### src/rtl/cpu_pkg.sv
// Shared definitions for the lab CPU and its instruction issuer: instruction
// kinds, opcode/ALUop field constants and the issuer FSM state encoding.
package cpu_pkg;

  // Instruction kinds as presented by host logic; codes 6 and 7 are illegal.
  typedef enum logic [2:0] {
    K_MOV_IMM = 3'd0,
    K_MOV_REG = 3'd1,
    K_ADD     = 3'd2,
    K_CMP     = 3'd3,
    K_AND     = 3'd4,
    K_MVN     = 3'd5
  } instr_kind_t;

  // Top three bits of the instruction word.
  localparam logic [2:0] OP_MOV = 3'b110;
  localparam logic [2:0] OP_ALU = 3'b101;

  // Sub-op field for the MOV group.
  localparam logic [1:0] MOV_SUB_IMM = 2'b10;
  localparam logic [1:0] MOV_SUB_REG = 2'b00;

  // ALUop field for the ALU group.
  localparam logic [1:0] ALU_ADD = 2'b00;
  localparam logic [1:0] ALU_CMP = 2'b01;
  localparam logic [1:0] ALU_AND = 2'b10;
  localparam logic [1:0] ALU_MVN = 2'b11;

  // Issue FSM states.
  typedef enum logic [2:0] {
    S_IDLE    = 3'd0,
    S_LOAD    = 3'd1,
    S_START   = 3'd2,
    S_WAIT_LO = 3'd3,
    S_WAIT_HI = 3'd4,
    S_HALT    = 3'd5
  } issuer_state_t;

endpackage

### src/rtl/instr_encoder.sv
// Combinational encoder: decoded instruction fields -> 16-bit CPU instruction
// word, plus a legal flag that is low for the two unused kind codes.
module instr_encoder
  import cpu_pkg::*;
(
  input  logic [2:0]  kind_i,
  input  logic [2:0]  rn_i,
  input  logic [2:0]  rd_i,
  input  logic [2:0]  rm_i,
  input  logic [1:0]  shift_i,
  input  logic [7:0]  imm8_i,
  output logic [15:0] word_o,
  output logic        legal_o
);

  // Pack fields per kind; CMP has no destination and MVN has no first operand,
  // so those fields are forced to zero rather than passed through.
  always_comb begin
    word_o  = '0;
    legal_o = 1'b1;
    case (kind_i)
      K_MOV_IMM: word_o = {OP_MOV, MOV_SUB_IMM, rn_i, imm8_i};
      K_MOV_REG: word_o = {OP_MOV, MOV_SUB_REG, 3'b000, rd_i, shift_i, rm_i};
      K_ADD:     word_o = {OP_ALU, ALU_ADD, rn_i, rd_i, shift_i, rm_i};
      K_CMP:     word_o = {OP_ALU, ALU_CMP, rn_i, 3'b000, shift_i, rm_i};
      K_AND:     word_o = {OP_ALU, ALU_AND, rn_i, rd_i, shift_i, rm_i};
      K_MVN:     word_o = {OP_ALU, ALU_MVN, 3'b000, rd_i, shift_i, rm_i};
      default:   legal_o = 1'b0;
    endcase
  end

endmodule

### src/rtl/instr_issuer.sv
// Instruction issuer for the lab CPU: encodes host instructions, buffers them
// in a small FIFO and drives the CPU load/start handshake, waiting on cpu_w.
//
// Handshakes: the host side is valid/ready -- an instruction transfers on a
// rising clk edge where enq_valid && enq_ready; enq_valid may be held while
// enq_ready is low and fields must stay stable until the transfer. The CPU
// side is load (one cycle), start (one cycle), then cpu_w must fall and rise
// again to signal completion; TIMEOUT bounds that wait.
module instr_issuer
  import cpu_pkg::*;
#(
  parameter int DEPTH   = 4,
  parameter int TIMEOUT = 16
) (
  input  logic          clk,
  input  logic          reset,
  input  logic          enq_valid,
  output logic          enq_ready,
  input  logic [2:0]    kind,
  input  logic [2:0]    rn,
  input  logic [2:0]    rd,
  input  logic [2:0]    rm,
  input  logic [1:0]    shift,
  input  logic [7:0]    imm8,
  output logic [15:0]   cpu_in,
  output logic          cpu_load,
  output logic          cpu_s,
  input  logic          cpu_w,
  output logic [7:0]    issued_count,
  output logic          busy,
  output logic          err,
  output logic          bad_cmd,
  output issuer_state_t dbg_state
);

  localparam int PW = $clog2(DEPTH);
  localparam int TW = $clog2(TIMEOUT + 1);
  localparam logic [PW:0] PTR_ONE = (PW + 1)'(1);

  logic [15:0]   enc_word;
  logic          enc_legal;

  logic [15:0]   mem_q [DEPTH];
  logic [PW:0]   wr_ptr_q, wr_ptr_d;
  logic [PW:0]   rd_ptr_q, rd_ptr_d;
  logic          empty, full;
  logic          offer, push, pop;

  issuer_state_t state_q, state_d;
  logic [TW-1:0] timer_q, timer_d, timer_inc;
  logic [7:0]    issued_count_q, issued_count_d;
  logic          err_q, err_d;
  logic          bad_cmd_q, bad_cmd_d;

  instr_encoder u_enc (
    .kind_i  (kind),
    .rn_i    (rn),
    .rd_i    (rd),
    .rm_i    (rm),
    .shift_i (shift),
    .imm8_i  (imm8),
    .word_o  (enc_word),
    .legal_o (enc_legal)
  );

  // Pointers carry one extra wrap bit: equal -> empty, only MSB differs -> full.
  assign empty     = (wr_ptr_q == rd_ptr_q);
  assign full      = (wr_ptr_q[PW] != rd_ptr_q[PW]) &&
                     (wr_ptr_q[PW-1:0] == rd_ptr_q[PW-1:0]);
  assign enq_ready = !full && (state_q != S_HALT);
  assign offer     = enq_valid && enq_ready;
  assign push      = offer && enc_legal;
  assign timer_inc = timer_q + TW'(1);

  // FIFO storage; contents need no reset because the pointers define validity.
  always_ff @(posedge clk) begin
    if (push) mem_q[wr_ptr_q[PW-1:0]] <= enc_word;
  end

  // Issue FSM next state, timeout timer and pop decision.
  always_comb begin
    state_d = state_q;
    timer_d = timer_q;
    err_d   = err_q;
    pop     = 1'b0;
    case (state_q)
      S_IDLE:    if (!empty && cpu_w) state_d = S_LOAD;
      S_LOAD:    state_d = S_START;
      S_START: begin
        timer_d = '0;
        state_d = S_WAIT_LO;
      end
      S_WAIT_LO: begin
        timer_d = timer_inc;
        if (timer_inc == TW'(TIMEOUT)) begin
          state_d = S_HALT;
          err_d   = 1'b1;
        end else if (!cpu_w) begin
          state_d = S_WAIT_HI;
        end
      end
      S_WAIT_HI: begin
        timer_d = timer_inc;
        // Completion on the last allowed cycle still counts as success.
        if (cpu_w) begin
          pop     = 1'b1;
          state_d = S_IDLE;
        end else if (timer_inc == TW'(TIMEOUT)) begin
          state_d = S_HALT;
          err_d   = 1'b1;
        end
      end
      S_HALT:    state_d = S_HALT;
      default:   state_d = S_IDLE;
    endcase
  end

  // Next values for pointers, completion counter and the bad-kind pulse.
  always_comb begin
    wr_ptr_d       = push ? wr_ptr_q + PTR_ONE : wr_ptr_q;
    rd_ptr_d       = pop  ? rd_ptr_q + PTR_ONE : rd_ptr_q;
    issued_count_d = pop  ? issued_count_q + 8'd1 : issued_count_q;
    bad_cmd_d      = offer && !enc_legal;
  end

  // State registers with synchronous active-low reset.
  always_ff @(posedge clk) begin
    if (!reset) begin
      state_q        <= S_IDLE;
      timer_q        <= '0;
      wr_ptr_q       <= '0;
      rd_ptr_q       <= '0;
      issued_count_q <= '0;
      err_q          <= 1'b0;
      bad_cmd_q      <= 1'b0;
    end else begin
      state_q        <= state_d;
      timer_q        <= timer_d;
      wr_ptr_q       <= wr_ptr_d;
      rd_ptr_q       <= rd_ptr_d;
      issued_count_q <= issued_count_d;
      err_q          <= err_d;
      bad_cmd_q      <= bad_cmd_d;
    end
  end

  // Moore outputs decoded from the state register and FIFO head.
  always_comb begin
    cpu_load = (state_q == S_LOAD);
    cpu_s    = (state_q == S_START);
    cpu_in   = '0;
    if (state_q == S_LOAD || state_q == S_START) cpu_in = mem_q[rd_ptr_q[PW-1:0]];
  end

  assign issued_count = issued_count_q;
  assign busy         = (state_q != S_IDLE) || !empty;
  assign err          = err_q;
  assign bad_cmd      = bad_cmd_q;
  assign dbg_state    = state_q;

endmodule

### config.mk
export PLATFORM = sky130hd
export DESIGN_NAME = instr_issuer
export DESIGN_NICKNAME = d
export VERILOG_FILES = /design/src/rtl/cpu_pkg.sv /design/src/rtl/instr_encoder.sv /design/src/rtl/instr_issuer.sv
export SDC_FILE = /design/constraint.sdc
export NUM_CORES = 1
export LEC_CHECK = 0
export ABC_CLOCK_PERIOD_IN_PS = 2400
export BUFFER_PORTS_ARGS = -buffer_cell sky130_fd_sc_hd__buf_2
export CORE_MARGIN = 2
export CORE_UTILIZATION = 50
export CTS_CLUSTER_DIAMETER = 150
export CTS_CLUSTER_SIZE = 24
export DETAILED_ROUTE_END_ITERATION = 7
export PLACE_DENSITY = 0.82
export SLEW_MARGIN = 10
export SYNTH_ARGS = -nofsm -noshare
export SYNTH_HDL_FRONTEND = slang
export SYNTH_SLANG_ARGS = --single-unit
### constraint.sdc
create_clock -name clk -period 2.4 [get_ports clk]
set_input_delay 0.12 -clock clk [delete_from_list [all_inputs] [get_ports clk]]
set_output_delay 0.12 -clock clk [all_outputs]
set_load 0.05 [all_outputs]
==> results_dict.tcl, run 1 <==
set metrics [dict create \
    grt_pass1_wl_mm 11.5 \
    fillerInstances 593 \
    hp-class "in2reg" \
    period_minus_slack_ns 2.06 \
    dieArea_mm2 0.00873 \
    area_delta_synth_final_pct 16.4 \
    register_area_mm2 0.00244 \
    clock_path_buffers 2 \
    power.density_mw_per_mm2 835 \
    io_buffers 58 \
    cp_slowest_cell "dfxtp_1" \
    syn_area_per_cell_um2 13.7 \
    slew_viol_final 0 \
    core_area_mm2 0.00773 \
    avgViaCountPerCell 5.34 \
    status "complete, no violations" \
    yosysWarnings 0 \
    synth_cells 292 \
    multi_input_area_mm2 0.00150 \
    path_clk_slew_ns 0.10 \
    p_leak_nw 1.74 \
    clock_sinks 90 \
    cts_buffers 9 \
    clk_latency_ns 0.37 \
    cts-resized-gates 0 \
    max_slew_margin_pct 47.4 \
    critPathLaunchType "register" \
    synth_nets 325 \
    cap_violations 0 \
    cts_root_buffer "clkbuf_8" \
    finalSetupViolCount 0 \
    fin_nets 388 \
    grt_pass1_vias 2334 \
    ys_seq_elements 90 \
    worst-path-buf-inv 4 \
    cts_tree "built" \
    vias 2467 \
    drive_gt1_share_pct 33.1 \
    io_pins 59 \
    cp_data_arrival_time_ns 1.94 \
    ys.flop_type "edfxtp_1" \
    wire_per_inst_um 15.8 \
    antenna_found_initial 0 \
    power_w 0.00389 \
    crit_family "buffers and inverters" \
    ir_drop_v 0.000479 \
    first_iter_violations 196 \
    path_cells "buf_4, inv_1, nor3_4, nor2_1, buf_4, nor2b_2, buf_2" \
    n_antenna_cell 0 \
    grt_start_max_net_pins 20 \
    grtUsageTotal_pct 17.6 \
    r2r_slack_ns 0.34 \
    first_pass_iters 4 \
    fin_tns_setup_ns 0 \
    finalClockSkew_ns 0.0150 \
    rsz0062_at_grt "false" \
    wl_mm 7.32 \
    start_util_pct 51.8 \
    finalHoldViolations 0 \
    finalCritPeriodShare_pct 86.0 \
    rows 32 \
    synthDistinctLibCells 47 \
    endpoint_kind "primary output" \
    dp_hpwl_mm 5.06 \
    yosysSeqAreaShare_pct 61.1 \
    htree_levels 3 \
    worst_pin_slew_ns 0.789 \
    mappedNetlistArea_mm2 0.00400 \
    grt.overflow.total 0 \
    die_h_um 93.4 \
    synth-edff-count 64 \
    critPathMaxStageDelay_ns 0.40 \
    place.gp.congestion 0.738 \
    async_flop_share_pct 0 \
    drcViolationCount 0 \
    required_ns 2.28 \
    cp_common_cell "buf_4" \
    drtAntennaViolNets 0 \
    cp_max_fo 17 \
    fmax_ghz 0.485 \
    die_width_um 93.4 \
    path_class "reg2out" \
]
==> power breakdown <==
part | switching [W] | total (W) | internal (W) | leakage (nW)
combinational | 0.000795 | 0.00110 | 0.000307 | 0.838
sequential | 0.0000557 | 0.00180 | 0.00175 | 0.802
clock | 0.000579 | 0.000985 | 0.000405 | 0.0986
total | 0.00143 | 0.00389 | 0.00246 | 1.74
==> stage by stage <==
step           util, %  cells  hold WS (ns)  instance area (µm²)  setup slack [ns]
4_1_cts           60.1    461       0.00233                 4640             0.299
3_5_place_dp      57.6    445         0.394                 4450             0.305
2_1_floorplan        -    292         0.238                 4060           -0.0737
6_report          60.2    462        0.0827                 4650             0.336
3_3_place_gp      57.6    445         0.393                 4450             0.397
5_1_grt           60.2    462        0.0958                 4650             0.195
==> worst register-to-register path, stage by stage, from the launching register on <==
cell and delay (ns):
dfxtp_1 0.44, xnor2_1 0.15, a32oi_4 0.25, and3_1 0.20
and2_1 0.65
==> synth_stat cells, types with 2 or more instances <==
master | number | area (µm²)
ha_1 | 7 | 87.6
clkbuf_1 | 4 | 15.0
nor2b_1 | 20 | 125
a22oi_1 | 5 | 37.5
mux4_2 | 16 | 360
buf_2 | 6 | 30.0
and3_1 | 2 | 12.5
and2_1 | 7 | 43.8
a21oi_1 | 4 | 20.0
o21ai_0 | 11 | 55.1
a311oi_1 | 2 | 17.5
buf_6 | 2 | 22.5
edfxtp_1 | 64 | 1920
nor3_1 | 2 | 10.0
xnor2_1 | 7 | 61.3
dfxtp_1 | 26 | 521
inv_1 | 4 | 15.0
nand3b_1 | 3 | 22.5
mux2i_1 | 9 | 90.1
nand3_2 | 2 | 20.0
buf_1 | 2 | 7.51
nor3b_1 | 2 | 15.0
nor2_1 | 29 | 109
nand4_1 | 4 | 25.0
nand2_1 | 17 | 63.8
buf_4 | 2 | 15.0
a21o_1 | 2 | 15.0
and4bb_1 | 2 | 25.0
xor2_1 | 11 | 96.3
==> cells in the final DEF (no fill, tap or decap), types with 3 or more instances in the layout <==
cell type / synthesis / routed
a21oi_1: 4 / 4
a22oi_1: 5 / 5
and2_1: 7 / 7
buf_2: 6 / 58
buf_4: 2 / 9
clkbuf_8: 0 / 9
dfxtp_1: 26 / 25
edfxtp_1: 64 / 64
ha_1: 7 / 7
inv_1: 4 / 4
inv_6: 0 / 3
mux2i_1: 9 / 9
mux4_2: 16 / 16
nand2_1: 17 / 17
nand3b_1: 3 / 3
nand4_1: 4 / 4
nor2_1: 29 / 28
nor2b_1: 20 / 10
nor2b_2: 0 / 10
o21ai_0: 11 / 11
xnor2_1: 7 / 7
xor2_1: 11 / 11
==> per-layer routing <==
metal  vias to the layer above  track usage, %  part of all wire (%)
li1                       1205               -                     -
met1                      1173            22.6                    43
met2                        78            29.6                    50
met3                        11            3.71                   5.7
met4                         0            6.74                   1.7
met5                         -               0                     0
==> path summary, 6_finish.rpt <==
| path | from | end | cells past startpoint |
|---|---|---|---|
| worst min register to register | err | err | 2 |
| worst max-delay path | dbg_state[0] | cpu_in[12] | 7 |
| worst max register to register | wr_ptr_q[0] | mem_q[2][7] | 4 |
| worst min-delay path | reset | dbg_state[0] | 3 |
==> area by class of cell <==
class / instances / share of cell area [%]
clock buffers: 9 / 2.66
clock inverters: 7 / 1.42
inverters: 6 / 0.484
multi-input cells: 180 / 32.3
flip-flops and latches: 90 / 52.5
well taps: 102 / 2.74
repair buffers: 68 / 7.90
==> timing repair <==
| item | in CTS | in global routing |
|---|---|---|
| endpoints found under the hold margin | 0 | 1 |
| hold buffers | 0 | 1 |
| buffers inserted | 0 | 0 |
==> logic make-up after synthesis <==
family / share of synthesized area [%]
and+or+nand+nor: 13.2
DFF: 61.1
AOI/OAI and AO/OA: 5.51
muxes: 11.3
buffers and inverters: 2.81
xor gates and xnor gates: 3.94
adders and majority gates: 2.19
==> sequential cells by signal, summed over array words and instances (netlist names), named ones only <==
register,count
mem_q,64
issued_count,8
timer_q,5
dbg_state,3
rd_ptr_q,3
wr_ptr_q,3
bad_cmd,1
err,1
Note: power is estimated with default switching activity, not from simulation.
==> run 2, diff against run 1 <==
==> constraint.sdc (replaced) <==
create_clock -name clk -period 2.4 [get_ports clk]
set_input_delay 0.36 -clock clk [delete_from_list [all_inputs] [get_ports clk]]
set_output_delay 0.36 -clock clk [all_outputs]
set_load 0.05 [all_outputs]
==> run 2 against run 1 <==
  * Clock-buffer cell count unchanged
  * Highest routed layer unchanged
  * Worst setup slack got worse by 0.17 ns
  * Maximum frequency decreased by 7.7%
  * Final cell count decreased by 0.22%
  * Die area unchanged
  * Core utilization increased by 0.49 points
  * Design area increased by 0.81%
==> results_dict.tcl, run 2 (synthesized netlist as in run 1, its figures left out) <==
set metrics [dict create \
    status "complete, no violations" \
    grt_pass1_vias 2416 \
    clk_latency_ns 0.36 \
    vias 2499 \
    worst-path-buf-inv 2 \
    path_clk_slew_ns 0.09 \
    area_delta_synth_final_pct 17.3 \
    finalHoldViolations 0 \
    fmax_ghz 0.447 \
    grtUsageTotal_pct 18.3 \
    cp_num_cells 4 \
    path_class "reg2out" \
    power.density_mw_per_mm2 838 \
    cp_slowest_cell "mux4_2" \
    worst_pin_slew_ns 0.564 \
    hold_end "bad_cmd" \
    period_minus_slack_ns 2.23 \
    place.gp.congestion 0.792 \
    reg2regPathDepth 5 \
    finalCritPeriodShare_pct 93.1 \
    start_util_pct 51.8 \
    min-delay-start "enq_valid" \
    clock_sinks 90 \
    crit_family "multiplexers" \
    r2r_slack_ns 0.53 \
    cp_max_fo 16 \
    cts_tree "built" \
    wl_mm 7.45 \
    slew_viol_final 0 \
    io_buffers 58 \
    first_pass_iters 4 \
    grt_start_max_net_pins 20 \
    drcViolationCount 0 \
    cts_root_buffer "clkbuf_8" \
    grt.overflow.total 0 \
    cp_data_arrival_time_ns 1.87 \
    fin_tns_setup_ns 0 \
    finalSetupViolCount 0 \
    drtAntennaViolNets 0 \
    rows 32 \
    largest_reg_flops 64 \
    hp-class "in2reg" \
    rr_endpoint "mem_q[1][3]" \
    critPathLaunchType "register" \
    path_cells "buf_4, mux4_2, nor2b_4, buf_2" \
    drive_gt1_share_pct 33.7 \
    multi_input_area_mm2 0.00154 \
    finalClockSkew_ns 0.0163 \
    dieArea_mm2 0.00873 \
    avgViaCountPerCell 5.42 \
    htree_levels 3 \
    io_pins 59 \
    dp_slack_ns 0.483 \
    rsz0062_at_grt "false" \
    postCtsSetupBuffers 0 \
    setup_ws_ns 0.165 \
    layout_commonest_cell "edfxtp_1" \
    first_iter_violations 110 \
    endpoint_kind "primary output" \
    dp_hpwl_mm 5.12 \
    grt_pass1_wl_mm 12.0 \
    ir_drop_v 0.000354 \
    antenna_found_initial 0 \
    max_slew_margin_pct 62.1 \
    cap_violations 0 \
    die_width_um 93.4 \
    p_leak_nw 1.77 \
    die_h_um 93.4 \
    fillerInstances 594 \
    fin_nets 387 \
    wire_per_inst_um 16.1 \
    critPathMaxStageDelay_ns 0.56 \
    cts_buffers 9 \
    layout_common_cells "edfxtp_1 (64), buf_2 (58), nor2_1 (27), dfxtp_1 (23), nand2_1 (17)" \
    min_delay_path_depth 3 \
    required_ns 2.04 \
    n_antenna_cell 0 \
    r2r-start "wr_ptr_q[0]" \
    clock_path_buffers 2 \
    core_area_mm2 0.00773 \
    register_area_mm2 0.00245 \
]
[run 2: changes by cell type in the layout (fill, tap and decap cells not counted), moves of 2 or more]
cell      delta
clkinv_4     -2
dfxtp_1      -2
dfxtp_2      +2
nor2b_2     -10
nor2b_4     +10
[run 2: worst max-delay path by stage]
stage / slack (ns) / from / end
finish: 0.17 / register / cpu_in[7]
global placement: 0.52 / register / cpu_in[13]
CTS: 0.12 / register / cpu_in[7]
global route: 0.05 / dbg_state[0] / cpu_in[2]
floorplan: -0.13 / dbg_state[0] / cpu_in[0]
detailed placement: 0.48 / dbg_state[2] / mem_q[0][10]
[run 2: final cells by class]
| cell class | instances | area share, % |
|---|---|---|
| multi-input combinational | 180 | 32.9 |
| inverter | 6 | 0.480 |
| tap | 102 | 2.72 |
| clock inverter | 7 | 1.23 |
| timing repair buffer | 67 | 7.89 |
| sequential | 90 | 52.1 |
| clock buffer | 9 | 2.64 |
[run 2: what timing repair did]
item / CTS / global route
gates resized for setup: 0 / 1
endpoints found under the hold margin: 0 / 0
hold buffers: 0 / 0
setup endpoints to repair: 0 / 1
[run 2: worst register-to-register path, stage by stage (launching register included)]
cell and delay, ns:
dfxtp_1 0.44, xnor2_1 0.13, a32oi_2 0.23, and3_1 0.33, and2_1 0.16, buf_4 0.26
[run 2: layer usage]
metal / GRT usage, % / wire, µm / vias to the layer above / share of wire [%]
met2: 30.1 / 3690 / 69 / 50
met3: 3.22 / 366 / 10 / 4.9
met5: 0 / 0 / - / 0
met4: 8.21 / 129 / 0 / 1.7
li1: - / - / 1201 / -
met1: 24.0 / 3260 / 1219 / 44
[run 2: power by group]
| group | switching, W | internal (W) |
|---|---|---|
| Clock | 0.000549 | 0.000395 |
| Combinational | 0.000805 | 0.000356 |
| Sequential | 0.0000812 | 0.00175 |
| Total | 0.00144 | 0.00250 |
[run 2: stage by stage]
step | hold WS (ns) | instance area (µm²) | util [%] | total power (W) | std cells
3_5_place_dp | 0.458 | 4510 | 58.4 | 0.00303 | 445
5_1_grt | 0.242 | 4690 | 60.7 | 0.00411 | 461
4_1_cts | 0.254 | 4690 | 60.7 | 0.00397 | 461
6_report | 0.272 | 4690 | 60.7 | 0.00393 | 461
2_1_floorplan | 0.448 | 4100 | - | 0.00276 | 292
3_3_place_gp | 0.454 | 4510 | 58.4 | 0.00301 | 445
==> run 3, diff against run 2 <==
- CTS_BUF_LIST: default -> sky130_fd_sc_hd__clkbuf_16
==> run 3 against run 2 <==
  * Power is 9.4% higher
  * Worst hold slack better by 0.021 ns
  * Sequential cell count stayed put
  * Die area stayed put
  * Largest power group unchanged
==> results_dict.tcl, run 3 (synthesized netlist as in run 1, its figures left out) <==
set metrics [dict create \
    status "complete, no violations" \
    slew_viol_final 0 \
    power_w 0.00430 \
    cp_common_cell "nor2_2" \
    finalClockSkew_ns 0.00889 \
    n_antenna_cell 0 \
    avgViaCountPerCell 5.43 \
    fillerInstances 573 \
    layout_common_cells "edfxtp_1 (64), buf_2 (58), nor2_1 (27), dfxtp_1 (24), nand2_1 (17)" \
    drtAntennaViolNets 0 \
    wire_per_inst_um 16.3 \
    area_delta_synth_final_pct 19.8 \
    ctsHoldBuffers 0 \
    io_pins 59 \
    cp_data_arrival_time_ns 1.88 \
    path_class "reg2out" \
    grt_start_max_net_pins 20 \
    path_cells "nand2b_1, nor2_2, nor2_2, buf_12, nor2b_1, buf_2" \
    p_comb_share_pct 27.1 \
    cts_root_buffer "clkbuf_16" \
    power_frac_clock_pct 30.4 \
    dp_hpwl_mm 5.12 \
    register_area_mm2 0.00244 \
    period_minus_slack_ns 2.24 \
    die_width_um 93.4 \
    postCtsSetupBuffers 0 \
    max_slew_margin_pct 61.8 \
    cts_buffers 9 \
    dieArea_mm2 0.00873 \
    netSwitchingPower_w 0.00148 \
    switching_share_pct 34.3 \
    die_h_um 93.4 \
    multi_input_area_mm2 0.00154 \
    first_iter_violations 118 \
    clock_sinks 90 \
    p_leak_nw 1.82 \
    cts-resized-gates 0 \
    ir_drop_v 0.000487 \
    drive_gt1_share_pct 33.4 \
    wl_mm 7.52 \
    finalSetupViolCount 0 \
    critPathMaxStageDelay_ns 0.62 \
    layout_commonest_cell "edfxtp_1" \
    grt_pass1_vias 2403 \
    required_ns 2.04 \
    place.gp.congestion 0.792 \
    power.density_mw_per_mm2 898 \
    drcViolationCount 0 \
    grt_pass1_wl_mm 12.0 \
    clock_path_buffers 2 \
    path_clk_slew_ns 0.06 \
    first_pass_iters 5 \
    finalHoldViolations 0 \
    finalCritPeriodShare_pct 93.3 \
    vias 2502 \
    pwr-share-seq_pct 42.6 \
    final_core_util_pct 62.0 \
    core_area_mm2 0.00773 \
    grtUsageTotal_pct 18.3 \
    fin_tns_setup_ns 0 \
    cp_max_fo 17 \
    cap_violations 0 \
    htree_levels 3 \
    postPlaceCellArea_mm2 0.00451 \
    critPathLaunchType "register" \
    fin_nets 387 \
    largest_reg_flops 64 \
    hp-class "in2reg" \
    fmax_ghz 0.447 \
    clk_latency_ns 0.34 \
    worst_pin_slew_ns 0.569 \
    start_util_pct 51.8 \
    io_buffers 58 \
    internal-power_w 0.00282 \
    cp_slowest_cell "dfxtp_1" \
    grt.overflow.total 0 \
    design_area_mm2 0.00479 \
    rows 32 \
    endpoint_kind "primary output" \
    cts_tree "built" \
    rsz0062_at_grt "false" \
    antenna_found_initial 0 \
]
## run 3: cell counts in the layout (fill, tap and decap cells not counted)
No cell type changed its count.
## run 3: worst paths after layout
check | from | cells past startpoint | end | slack (ns)
worst max-delay path | dbg_state[2] | 6 | cpu_in[0] | 0.16
worst min-delay path | enq_valid | 3 | bad_cmd | 0.29
worst max register to register | dbg_state[2] | 5 | mem_q[1][12] | 0.45
worst min register to register | err | 2 | err | 0.47
## run 3: routing by layer
layer  track usage, %  vias up  part of all wire [%]
li1                 -     1204                     -
met1             24.5     1228                    45
met2             29.7       60                    50
met3             2.98       10                   3.6
met4             8.21        0                   1.7
met5                0        -                     0
## run 3: power by group through the flow
stage          Clock [W]  Sequential (W)  Combinational (W)
2_1_floorplan          0         0.00186           0.000895
3_3_place_gp           0         0.00186            0.00115
3_5_place_dp           0         0.00187            0.00117
4_1_cts          0.00133         0.00183            0.00117
5_1_grt          0.00139         0.00184            0.00124
6_report         0.00131         0.00183            0.00116
## run 3: layout make-up
cell class	count	share of cell area, %
timing repair buffer	67	7.73
multi-input combinational	180	32.2
inverter	6	0.470
tap	102	2.66
sequential	90	51.0
clock inverter	7	1.20
clock buffer	9	4.70
## run 3: per-stage QoR
step | setup WS (ns) | instances | hold WS [ns]
2_1_floorplan | -0.135 | 292 | 0.448
3_3_place_gp | 0.516 | 445 | 0.454
3_5_place_dp | 0.483 | 445 | 0.458
4_1_cts | 0.145 | 461 | 0.283
5_1_grt | 0.0369 | 461 | 0.277
6_report | 0.162 | 461 | 0.293
## run 3: worst max-delay path: cells and delay by family (launching register included)
kind | cells | cell delay, ns
and+or+nand+nor | 4 | 0.48
DFF | 1 | 0.62
buffers and inverters | 2 | 0.43
